### src/rtl/seven_seg_capture.sv
// seven_seg_capture
// Decodes a time-multiplexed, active-low seven-segment bus back into the hex
// value the display is showing. It observes the bus and does not drive it.
//
// Ports:
//   clk          sole clock
//   rst          asynchronous, active-high reset
//   seg_in[6:0]  segment lines a..g (bit 0 = a), active low, asynchronous
//   an_in[N-1:0] digit anode selects, active low, asynchronous
//   frame_ready  consumer takes the frame on an edge where frame_valid=1
//   frame_valid  a complete frame is held on value/digit_err
//   value        digit i occupies value[4i+3:4i]
//   digit_err    bit i set when digit i's pattern was not a hex glyph
//   overrun      sticky; a completed frame was dropped while output was held
module seven_seg_capture #(
  parameter int NUM_DIGITS    = 4,
  parameter int STABLE_CYCLES = 4
) (
  input  logic                    clk,
  input  logic                    rst,
  input  logic [6:0]              seg_in,
  input  logic [NUM_DIGITS-1:0]   an_in,
  input  logic                    frame_ready,
  output logic                    frame_valid,
  output logic [4*NUM_DIGITS-1:0] value,
  output logic [NUM_DIGITS-1:0]   digit_err,
  output logic                    overrun
);

  localparam int RUN_W = $clog2(STABLE_CYCLES + 1);
  localparam int KEY_W = NUM_DIGITS + 7;
  localparam logic [RUN_W-1:0] RUN_MAX = RUN_W'(STABLE_CYCLES);

  typedef enum logic {OUT_EMPTY, OUT_FULL} out_state_e;

  // Returns {err, nibble}; unknown patterns (blank included) give {1, 0}.
  function automatic logic [4:0] decode_glyph(input logic [6:0] pat);
    logic [4:0] r;
    r = 5'b1_0000;
    case (pat)
      7'b1000000: r = 5'h00;
      7'b1111001: r = 5'h01;
      7'b0100100: r = 5'h02;
      7'b0110000: r = 5'h03;
      7'b0011001: r = 5'h04;
      7'b0010010: r = 5'h05;
      7'b0000010: r = 5'h06;
      7'b1111000: r = 5'h07;
      7'b0000000: r = 5'h08;
      7'b0011000: r = 5'h09;
      7'b0001000: r = 5'h0A;
      7'b0000011: r = 5'h0B;
      7'b1000110: r = 5'h0C;
      7'b0100001: r = 5'h0D;
      7'b0000110: r = 5'h0E;
      7'b0001110: r = 5'h0F;
      default:    r = 5'b1_0000;
    endcase
    return r;
  endfunction

  // Two-flop synchronizers; all ones is the idle (nothing lit) state.
  logic [6:0]            seg_s1_q, seg_s2_q;
  logic [NUM_DIGITS-1:0] an_s1_q, an_s2_q;

  always_ff @(posedge clk or posedge rst) begin
    if (rst) begin
      seg_s1_q <= '1;
      seg_s2_q <= '1;
      an_s1_q  <= '1;
      an_s2_q  <= '1;
    end else begin
      seg_s1_q <= seg_in;
      seg_s2_q <= seg_s1_q;
      an_s1_q  <= an_in;
      an_s2_q  <= an_s1_q;
    end
  end

  // Stability filter state.
  logic [KEY_W-1:0]      key;
  logic [KEY_W-1:0]      last_key_q;
  logic [RUN_W-1:0]      run_q, run_d;
  logic                  captured_q, captured_d;
  logic [NUM_DIGITS-1:0] an_low;
  logic                  an_ok;
  logic                  key_same;
  logic                  capture;
  logic [NUM_DIGITS-1:0] cap_mask;
  logic [4:0]            cap_glyph;

  assign key      = {an_s2_q, seg_s2_q};
  assign an_low   = ~an_s2_q;
  // Exactly one selected digit: non-zero and a power of two.
  assign an_ok    = (an_low != '0) && ((an_low & (an_low - NUM_DIGITS'(1))) == '0);
  assign key_same = (key == last_key_q);

  // The run that just reached the threshold is described by last_key_q, so
  // the capture takes its digit and pattern from there. A nonzero run implies
  // last_key_q carries exactly one low anode bit.
  assign capture   = (run_q == RUN_MAX) && !captured_q;
  assign cap_mask  = ~last_key_q[KEY_W-1:7];
  assign cap_glyph = decode_glyph(last_key_q[6:0]);

  always_comb begin
    run_d      = run_q;
    captured_d = captured_q;
    if (!an_ok) begin
      run_d      = '0;
      captured_d = 1'b0;
    end else if (key_same && (run_q != '0)) begin
      run_d      = (run_q == RUN_MAX) ? run_q : run_q + RUN_W'(1);
      captured_d = captured_q | capture;
    end else begin
      run_d      = RUN_W'(1);
      captured_d = 1'b0;
    end
  end

  always_ff @(posedge clk or posedge rst) begin
    if (rst) begin
      last_key_q <= '1;
      run_q      <= '0;
      captured_q <= 1'b0;
    end else begin
      last_key_q <= key;
      run_q      <= run_d;
      captured_q <= captured_d;
    end
  end

  // Shadow frame being assembled.
  logic [3:0]              shadow_q [NUM_DIGITS];
  logic                    shadow_err_q [NUM_DIGITS];
  logic [4*NUM_DIGITS-1:0] shadow_flat;
  logic [NUM_DIGITS-1:0]   shadow_err_flat;
  logic [NUM_DIGITS-1:0]   seen_q, seen_d;
  logic                    complete;

  for (genvar gi = 0; gi < NUM_DIGITS; gi++) begin : g_shadow
    always_ff @(posedge clk or posedge rst) begin
      if (rst) begin
        shadow_q[gi]     <= '0;
        shadow_err_q[gi] <= 1'b0;
      end else if (capture && cap_mask[gi]) begin
        shadow_q[gi]     <= cap_glyph[3:0];
        shadow_err_q[gi] <= cap_glyph[4];
      end
    end
    assign shadow_flat[4*gi +: 4] = shadow_q[gi];
    assign shadow_err_flat[gi]    = shadow_err_q[gi];
  end

  assign complete = &seen_q;

  // A completed frame always leaves the shadow (loaded or dropped); a capture
  // on that same edge starts the next frame.
  always_comb begin
    seen_d = complete ? '0 : seen_q;
    if (capture) begin
      seen_d = seen_d | cap_mask;
    end
  end

  always_ff @(posedge clk or posedge rst) begin
    if (rst) begin
      seen_q <= '0;
    end else begin
      seen_q <= seen_d;
    end
  end

  // Output register: holds a frame until accepted; loading is allowed on the
  // same edge as an accept.
  out_state_e              state_q;
  logic [4*NUM_DIGITS-1:0] value_q;
  logic [NUM_DIGITS-1:0]   digit_err_q;
  logic                    overrun_q;

  always_ff @(posedge clk or posedge rst) begin
    if (rst) begin
      state_q     <= OUT_EMPTY;
      value_q     <= '0;
      digit_err_q <= '0;
      overrun_q   <= 1'b0;
    end else begin
      if (complete) begin
        if ((state_q == OUT_EMPTY) || frame_ready) begin
          value_q     <= shadow_flat;
          digit_err_q <= shadow_err_flat;
          state_q     <= OUT_FULL;
        end else begin
          overrun_q <= 1'b1;
        end
      end else if ((state_q == OUT_FULL) && frame_ready) begin
        state_q <= OUT_EMPTY;
      end
    end
  end

  assign frame_valid = (state_q == OUT_FULL);
  assign value       = value_q;
  assign digit_err   = digit_err_q;
  assign overrun     = overrun_q;

endmodule
### config.mk
export PLATFORM = sky130hd
export DESIGN_NAME = seven_seg_capture
export DESIGN_NICKNAME = d
export VERILOG_FILES = /design/src/rtl/seven_seg_capture.sv
export SDC_FILE = /design/constraint.sdc
export NUM_CORES = 1
export LEC_CHECK = 0
export ABC_AREA = 0
export CAP_MARGIN = 25
export CELL_PAD_IN_SITES_DETAIL_PLACEMENT = 0
export CELL_PAD_IN_SITES_GLOBAL_PLACEMENT = 2
export CORE_MARGIN = 4
export CORE_UTILIZATION = 35
export DETAILED_ROUTE_END_ITERATION = 16
export PLACE_DENSITY_LB_ADDON = 0.1
export SYNTH_ARGS = -nofsm -noshare
export SYNTH_HDL_FRONTEND = slang
export SYNTH_SLANG_ARGS = --single-unit
### constraint.sdc
create_clock -name clk -period 2.4 [get_ports clk]
set_input_delay 0.24 -clock clk [delete_from_list [all_inputs] [get_ports clk]]
set_output_delay 0.24 -clock clk [all_outputs]
set_load 0.005 [all_outputs]
==> summary.txt, run 1 <==
Status
  • Status: complete, no violations

Detailed routing
  • Drt via density: 4.66
  • Final WL: slightly above 6000 um
  • WL/cell: approximately 14 um
  • Via Count: between 2000 and 2500
  • Initial drt markers: roughly 120
  • DR pass1 iterations: 4
  • Detailed-route DRC error count: 0
  • DRT antenna net count: 0

CTS
  • Root Driver: clkbuf_8
  • H-tree levels: 3
  • CTS resizes: 0
  • Post-CTS setup buffer count: 0
  • Clock transition at the registers of the reported paths: approximately 0.080 ns
  • Clk buf depth: 2
  • Hold-fix buffers at CTS: 0
  • Clock Sinks: 83
  • Worst-Skew Late Latency: around 0.34 ns
  • Total CTS buffers: 9
  • TritonCTS clock tree: done

STA
  • Final setup viols: 0
  • Fin crit period: roughly 2 ns
  • Clk_skew: roughly 0.0097 ns
  • Final Cycle Share: 81.5%
  • Hold Vio Cnt, Final: 0
  • RSZ-0062 raised after global routing: false
  • Pins Over Slew Limit: 0
  • Max Clk Rate: approximately 0.51 GHz
  • Setup total negative slack: 0 ns
  • Hold Worst Slack: slightly below 0.3 ns
  • Least-Margin Pin Slew: about 0.56 ns
  • Slew HR: between 60 and 70%

Synthesis
  • Netlist cell types: 42
  • Top-area cell type share of the netlist area: 37.1%
  • Synth cell count leaders: dfrtp_1, dfstp_2, nand2_1, mux2_2, o21ai_0
  • Synth Net Count: between 200 and 300
  • Share of flip-flops with an asynchronous set or reset: 100%
  • Mean post-synth cell area: 12.7 um2
  • Count leader, synth: dfrtp_1
  • Post-Syn Instances: 265
  • Seq/Total Area, Yosys: 62.8%
  • Post-Syn Area: 3370 um2
  • Cell accounting for the most synthesized area: dfrtp_1
  • Synth Flop Type: dfrtp_1
  • Number of synthesized flops with an enable pin: 0
  • Synthesized flop and latch total: between 80 and 90
  • Area contributors post-synth: dfrtp_1, dfstp_2, mux2_2
  • Ys Warns: 0

Global routing
  • All-Layer GR Usage: between 10% and 20%
  • Largest net degree at the start of global routing: 45
  • First-pass GRT wire length: between 10000 and 15000 um
  • Initial antenna violation count: 0
  • GRT overflow: 0
  • Vias in the first global route: about 2000

Final layout
  • P&R area growth vs syn: 22.4%
  • Fin util: roughly 44%
  • # fillers: 872
  • Layout cells sized above 1: 27.7%
  • Final-stage net count: between 300 and 400
  • Final cell count without fillers: 443
  • Finished Cell Area: approximately 4100 um2
  • # diodes: 0

Place
  • Inst Count DP: 427
  • DP HPWL: roughly 4300 um
  • Port Buffers: 35
  • Routability cong.: ~0.8
  • Placed cell area: 3920 um2

Worst setup path
  • Critical path type: reg -> reg
  • Critical Path End Type: flop
  • Worst setup SP type: flop
  • Required time of the worst setup path: between 2 and 3 ns
  • Critical path peak fanout: 14
  • CP Data Arrival Time: around 2.2 ns

Die
  • Die W: about 110 um
  • Die Ht: approximately 110 um
  • Initial Util: 36.2%
  • Core Area: between 9000 and 10000 um2
  • Ports: 36
  • Die footprint: 11300 um2
  • FP Rows: 35

Power
  • VDD IR max: between 0.3 and 0.4 mV
  • Static Leak: roughly 1.8 nW
  • Pwr dens: 649 nW/um2

Min path
  • Hold/Removal Path Class: in -> reg

Flow run
  • Max-cap violations: 0
==> sequential cells by signal, summed over array words and instances (netlist names) <==
name and cells:
an_s1_q 4, an_s2_q 4, shadow_err_flat 4, captured_q 1, digit_err 4, seg_s1_q 7
overrun 1, last_key_q 11, run_q 3, shadow_flat 16, seg_s2_q 7, value 16
frame_valid 1, seen_q 4
==> where the power goes <==
group | switching [mW] | internal [mW] | total, mW
clock | 0.480 | 0.584 | 1.06
sequential | 0.0372 | 1.45 | 1.49
combinational | 0.0650 | 0.0591 | 0.124
==> layout make-up <==
| class | count | area, um2 | area share [%] |
|---|---|---|---|
| clock buffers | 11 | 131 | 3.18 |
| clock inverters | 5 | 77.6 | 1.88 |
| inverters | 6 | 23.8 | 0.576 |
| multi-input cells | 163 | 1170 | 28.3 |
| flip-flops and latches | 83 | 2120 | 51.3 |
| well taps | 129 | 161 | 3.91 |
| repair buffers | 46 | 445 | 10.8 |
==> cells in the final DEF, fill, tap and decap left out, drive strengths merged, types with 3 or more instances in the layout <==
cell / synthesis / layout
nor4bb: 6 / 6
nor4: 3 / 3
xor2: 12 / 12
inv: 6 / 5
o21ai: 13 / 13
nor2b: 7 / 7
nor3b: 3 / 3
or3: 4 / 4
nor3: 8 / 8
a21oi: 4 / 4
clkdlybuf4s50: 0 / 35
dfstp: 33 / 33
clkbuf: 4 / 11
nand2: 28 / 28
mux2: 21 / 21
clkinv: 0 / 3
buf: 9 / 11
dfrtp: 50 / 50
a31oi: 9 / 9
nor2: 8 / 8
o31ai: 5 / 5
==> metrics by stage <==
step                      total power, mW  worst slack (ns)
after detailed placement             1.64             0.446
after global routing                 2.80             0.339
after floorplan                      1.58            0.0778
after global placement               1.64             0.463
final                                2.68             0.443
after CTS                            2.72             0.429
==> path summary, 6_finish.rpt <==
check,start,to,slack (ns),cells after the start
worst max-delay path,last_key_q[1],shadow_err_flat[2],0.44,4
worst min-delay path,an_in[0],an_s1_q[0],0.29,1
worst max register to register,last_key_q[1],shadow_err_flat[2],0.44,4
worst min register to register,seg_s1_q[4],seg_s2_q[4],0.36,0
max in group asynchronous,rst,shadow_flat[15],1.54,3
min in group asynchronous,rst,an_s1_q[0],0.59,2
==> critical path, stage by stage, from the launching register on <==
cell,delay (ns)
dfstp_2,0.66
and4b_1,0.22
a22o_1,0.23
or4_4,0.58
o31ai_2,0.18
==> kinds of logic after synthesis <==
logic type / after synthesis / share of synthesized area [%]
flops: 83 / 62.8
compound gates: 42 / 8.94
fa+ha+maj: 2 / 0.742
xor+xnor: 14 / 3.64
mux: 23 / 7.61
simple gates: 82 / 13.7
buf+inv: 19 / 2.52
==> routing by layer <==
metal | vias up | global-route usage (%) | wire length, um | share of wire, %
met5 | - | 0 | 0 | 0
met4 | 0 | 5.83 | 131 | 2.1
met3 | 11 | 2.43 | 256 | 4.2
met1 | 985 | 16.3 | 3010 | 49
li1 | 1027 | - | - | -
met2 | 43 | 18.0 | 2710 | 44
Power figures use the tool's default switching activity.
==> run 2, diff against run 1 <==
- clock period: 2.4 -> 1.7 ns (I/O delays scaled with it)
==> run 2 against run 1 <==
  * Critical endpoint is now shadow_err_flat[3]
  * Power up 42%
  * Non-clock buffer count up 40
  * Sequential share of layout area down 6.1 points
  * Critical path type unchanged
  * The flow now finishes with violations (negative setup slack)
==> summary.txt, run 2 (synthesis gave the netlist of run 1 again) <==
STA
  • Slew HR: 69.1% (+6.9 points)
  • Clk_skew: 0.0122 ns (+0.00246 ns)
  • Max Clk Rate: 0.557 GHz (+8.9%)
  • Fin crit period: 1.80 ns (-0.160 ns)
  • Final setup viols: 5 (+5)
  • Final Cycle Share: 106% (+24 points)
  • Hold Vio Cnt, Final: 0 (unchanged)
  • Hold Worst Slack: 0.223 ns (-0.0682 ns)
  • Setup slack after layout: -0.0966 ns (-0.540 ns)
  • Least-Margin Pin Slew: 0.464 ns (-0.0981 ns)
  • RSZ-0062 raised after global routing: true
  • Pins Over Slew Limit: 0 (unchanged)

Worst setup path
  • Required time of the worst setup path: 1.96 ns (-0.70 ns)
  • CP Cell Sequence: nor3_2 > o211a_1 > or4_4 > o31ai_2
  • Critical Path End Type: flop
  • Worst setup SP type: flop
  • Slowest-stage cell, CP: dfstp_2
  • Crit-path leading delay family: simple AND/OR/NAND/NOR gates
  • Buf/Inv on CP: 0 (unchanged)
  • Critical path type: reg -> reg
  • CP peak stage delay: 0.62 ns (-0.04 ns)
  • Critical path peak fanout: 7 (-7)
  • CP Data Arrival Time: 2.05 ns (-0.16 ns)

Global routing
  • All-Layer GR Usage: 12.7% (+0.84 points)
  • Initial antenna violation count: 0 (unchanged)
  • First-pass GRT wire length: 11400 um (+8.8%)
  • Largest net degree at the start of global routing: 55 (+22%)
  • GRT overflow: 0 (unchanged)
  • Vias in the first global route: 2315 (+13%)

Place
  • DP HPWL: 4800 um (+11%)
  • Routability cong.: 0.797 (-0.71%)
  • Post-Place Setup Slack: -0.0902 ns (-0.536 ns)
  • Port Buffers: 35 (unchanged)
  • Placed cell area: 4170 um2 (+6.4%)

Power
  • Static Leak: 2.07 nW (+13%)
  • Pwr dens: 807 nW/um2 (+24%)
  • Pwr Total: 3.79 mW (+42%)
  • VDD IR max: 0.374 mV (+13%)

CTS
  • TritonCTS clock tree: done
  • Clock Sinks: 83 (unchanged)
  • H-tree levels: 3 (unchanged)
  • Total CTS buffers: 9 (unchanged)
  • Clock transition at the registers of the reported paths: 0.08 ns (about the same)
  • Hold-fix buffers at CTS: 0 (unchanged)
  • Worst-Skew Late Latency: 0.34 ns (about the same)
  • Clk buf depth: 2 (unchanged)
  • Root Driver: clkbuf_8

Final layout
  • Finished Cell Area: 4690 um2 (+14%)
  • Fin util: 50.3% (+6.1 points)
  • # fillers: 854 (-2.1%)
  • Final-stage net count: 365 (+12%)
  • Most common cell after layout, fill and taps aside: dfrtp_1
  • P&R area growth vs syn: 39.2%
  • Area occupied by multi-input gates: 1410 um2 (+20%)
  • Layout cells sized above 1: 44.9% (+17 points)
  • # diodes: 0 (unchanged)
  • Area taken by flip-flops and latches: 2120 um2 (+0.18%)
  • Most frequent cells in the layout: dfrtp_1, buf_4, clkdlybuf4s50_1

Die
  • Core Area: 9330 um2 (unchanged)
  • Die Ht: 106 um (unchanged)
  • Ports: 36 (unchanged)
  • Initial Util: 36.2% (unchanged)
  • Die footprint: 11300 um2 (unchanged)
  • FP Rows: 35 (unchanged)
  • Die W: 106 um (unchanged)

Detailed routing
  • Via Count: 2310 (+12%)
  • Final WL: 7130 um (+17%)
  • WL/cell: 14.8 um (+7.0%)
  • Drt via density: 4.78 (+2.6%)
  • Detailed-route DRC error count: 0 (unchanged)
  • DR pass1 iterations: 4 (unchanged)
  • DRT antenna net count: 0 (unchanged)
  • Initial drt markers: 84 (-29%)

Flow run
  • Max-cap violations: 0 (unchanged)

Status
  • Failing checks: negative setup slack
  • Status: finished with violations

Min path
  • Hold/Removal Path Class: in -> reg
==> run 2: changes by cell type in the layout (fill, tap and decap cells not counted), sizes merged <==
| cell | delta |
|---|---|
| buf | +40 |
| bufinv | -1 |
| clkbuf | +1 |
| clkinv | -2 |
| clkinvlp | +2 |
==> run 2: metrics by stage <==
stage | instances | setup TNS [ns]
finish | 483 | -0.278
global route | 483 | -1.46
CTS | 476 | -0.666
detailed placement | 456 | -1.08
global placement | 456 | -0.972
floorplan | 265 | -0.144
==> run 2: metal layers <==
layer	vias to the layer above	track usage (%)	routed length [um]
met3	13	2.49	228
met2	37	21.2	3610
li1	1110	-	-
met1	1150	16.4	3130
met5	-	0	0
met4	0	4.81	158
==> run 2: power breakdown <==
group	leakage, nW	internal, mW	switching [mW]
Combinational	0.928	0.149	0.141
Clock	0.0926	0.718	0.687
Sequential	1.05	2.05	0.0449
Total	2.07	2.92	0.873
==> run 2: final timing paths <==
check	to	depth (start not counted)	slack (ns)	startpoint
max in group asynchronous	last_key_q[6]	3	1.14	rst
hold / removal	an_s1_q[3]	1	0.22	an_in[3]
min in group asynchronous	run_q[1]	3	0.23	rst
hold reg to reg	an_s2_q[1]	0	0.36	an_s1_q[1]
setup / recovery	shadow_err_flat[3]	4	-0.1	last_key_q[0]
setup reg to reg	shadow_err_flat[3]	4	-0.1	last_key_q[0]
==> run 2: layout make-up <==
| cell class | instances | area share, % |
|---|---|---|
| inverters | 6 | 0.560 |
| well taps | 129 | 3.44 |
| flip-flops and latches | 83 | 45.2 |
| clock inverters | 4 | 1.07 |
| repair buffers | 86 | 16.7 |
| multi-input cells | 163 | 29.9 |
| clock buffers | 12 | 3.09 |
==> run 2: what timing repair did <==
item,4_1_cts,5_1_grt
pin swaps,3,11
setup endpoints to repair,21,26
gates resized for setup,13,43
setup buffers,4,8
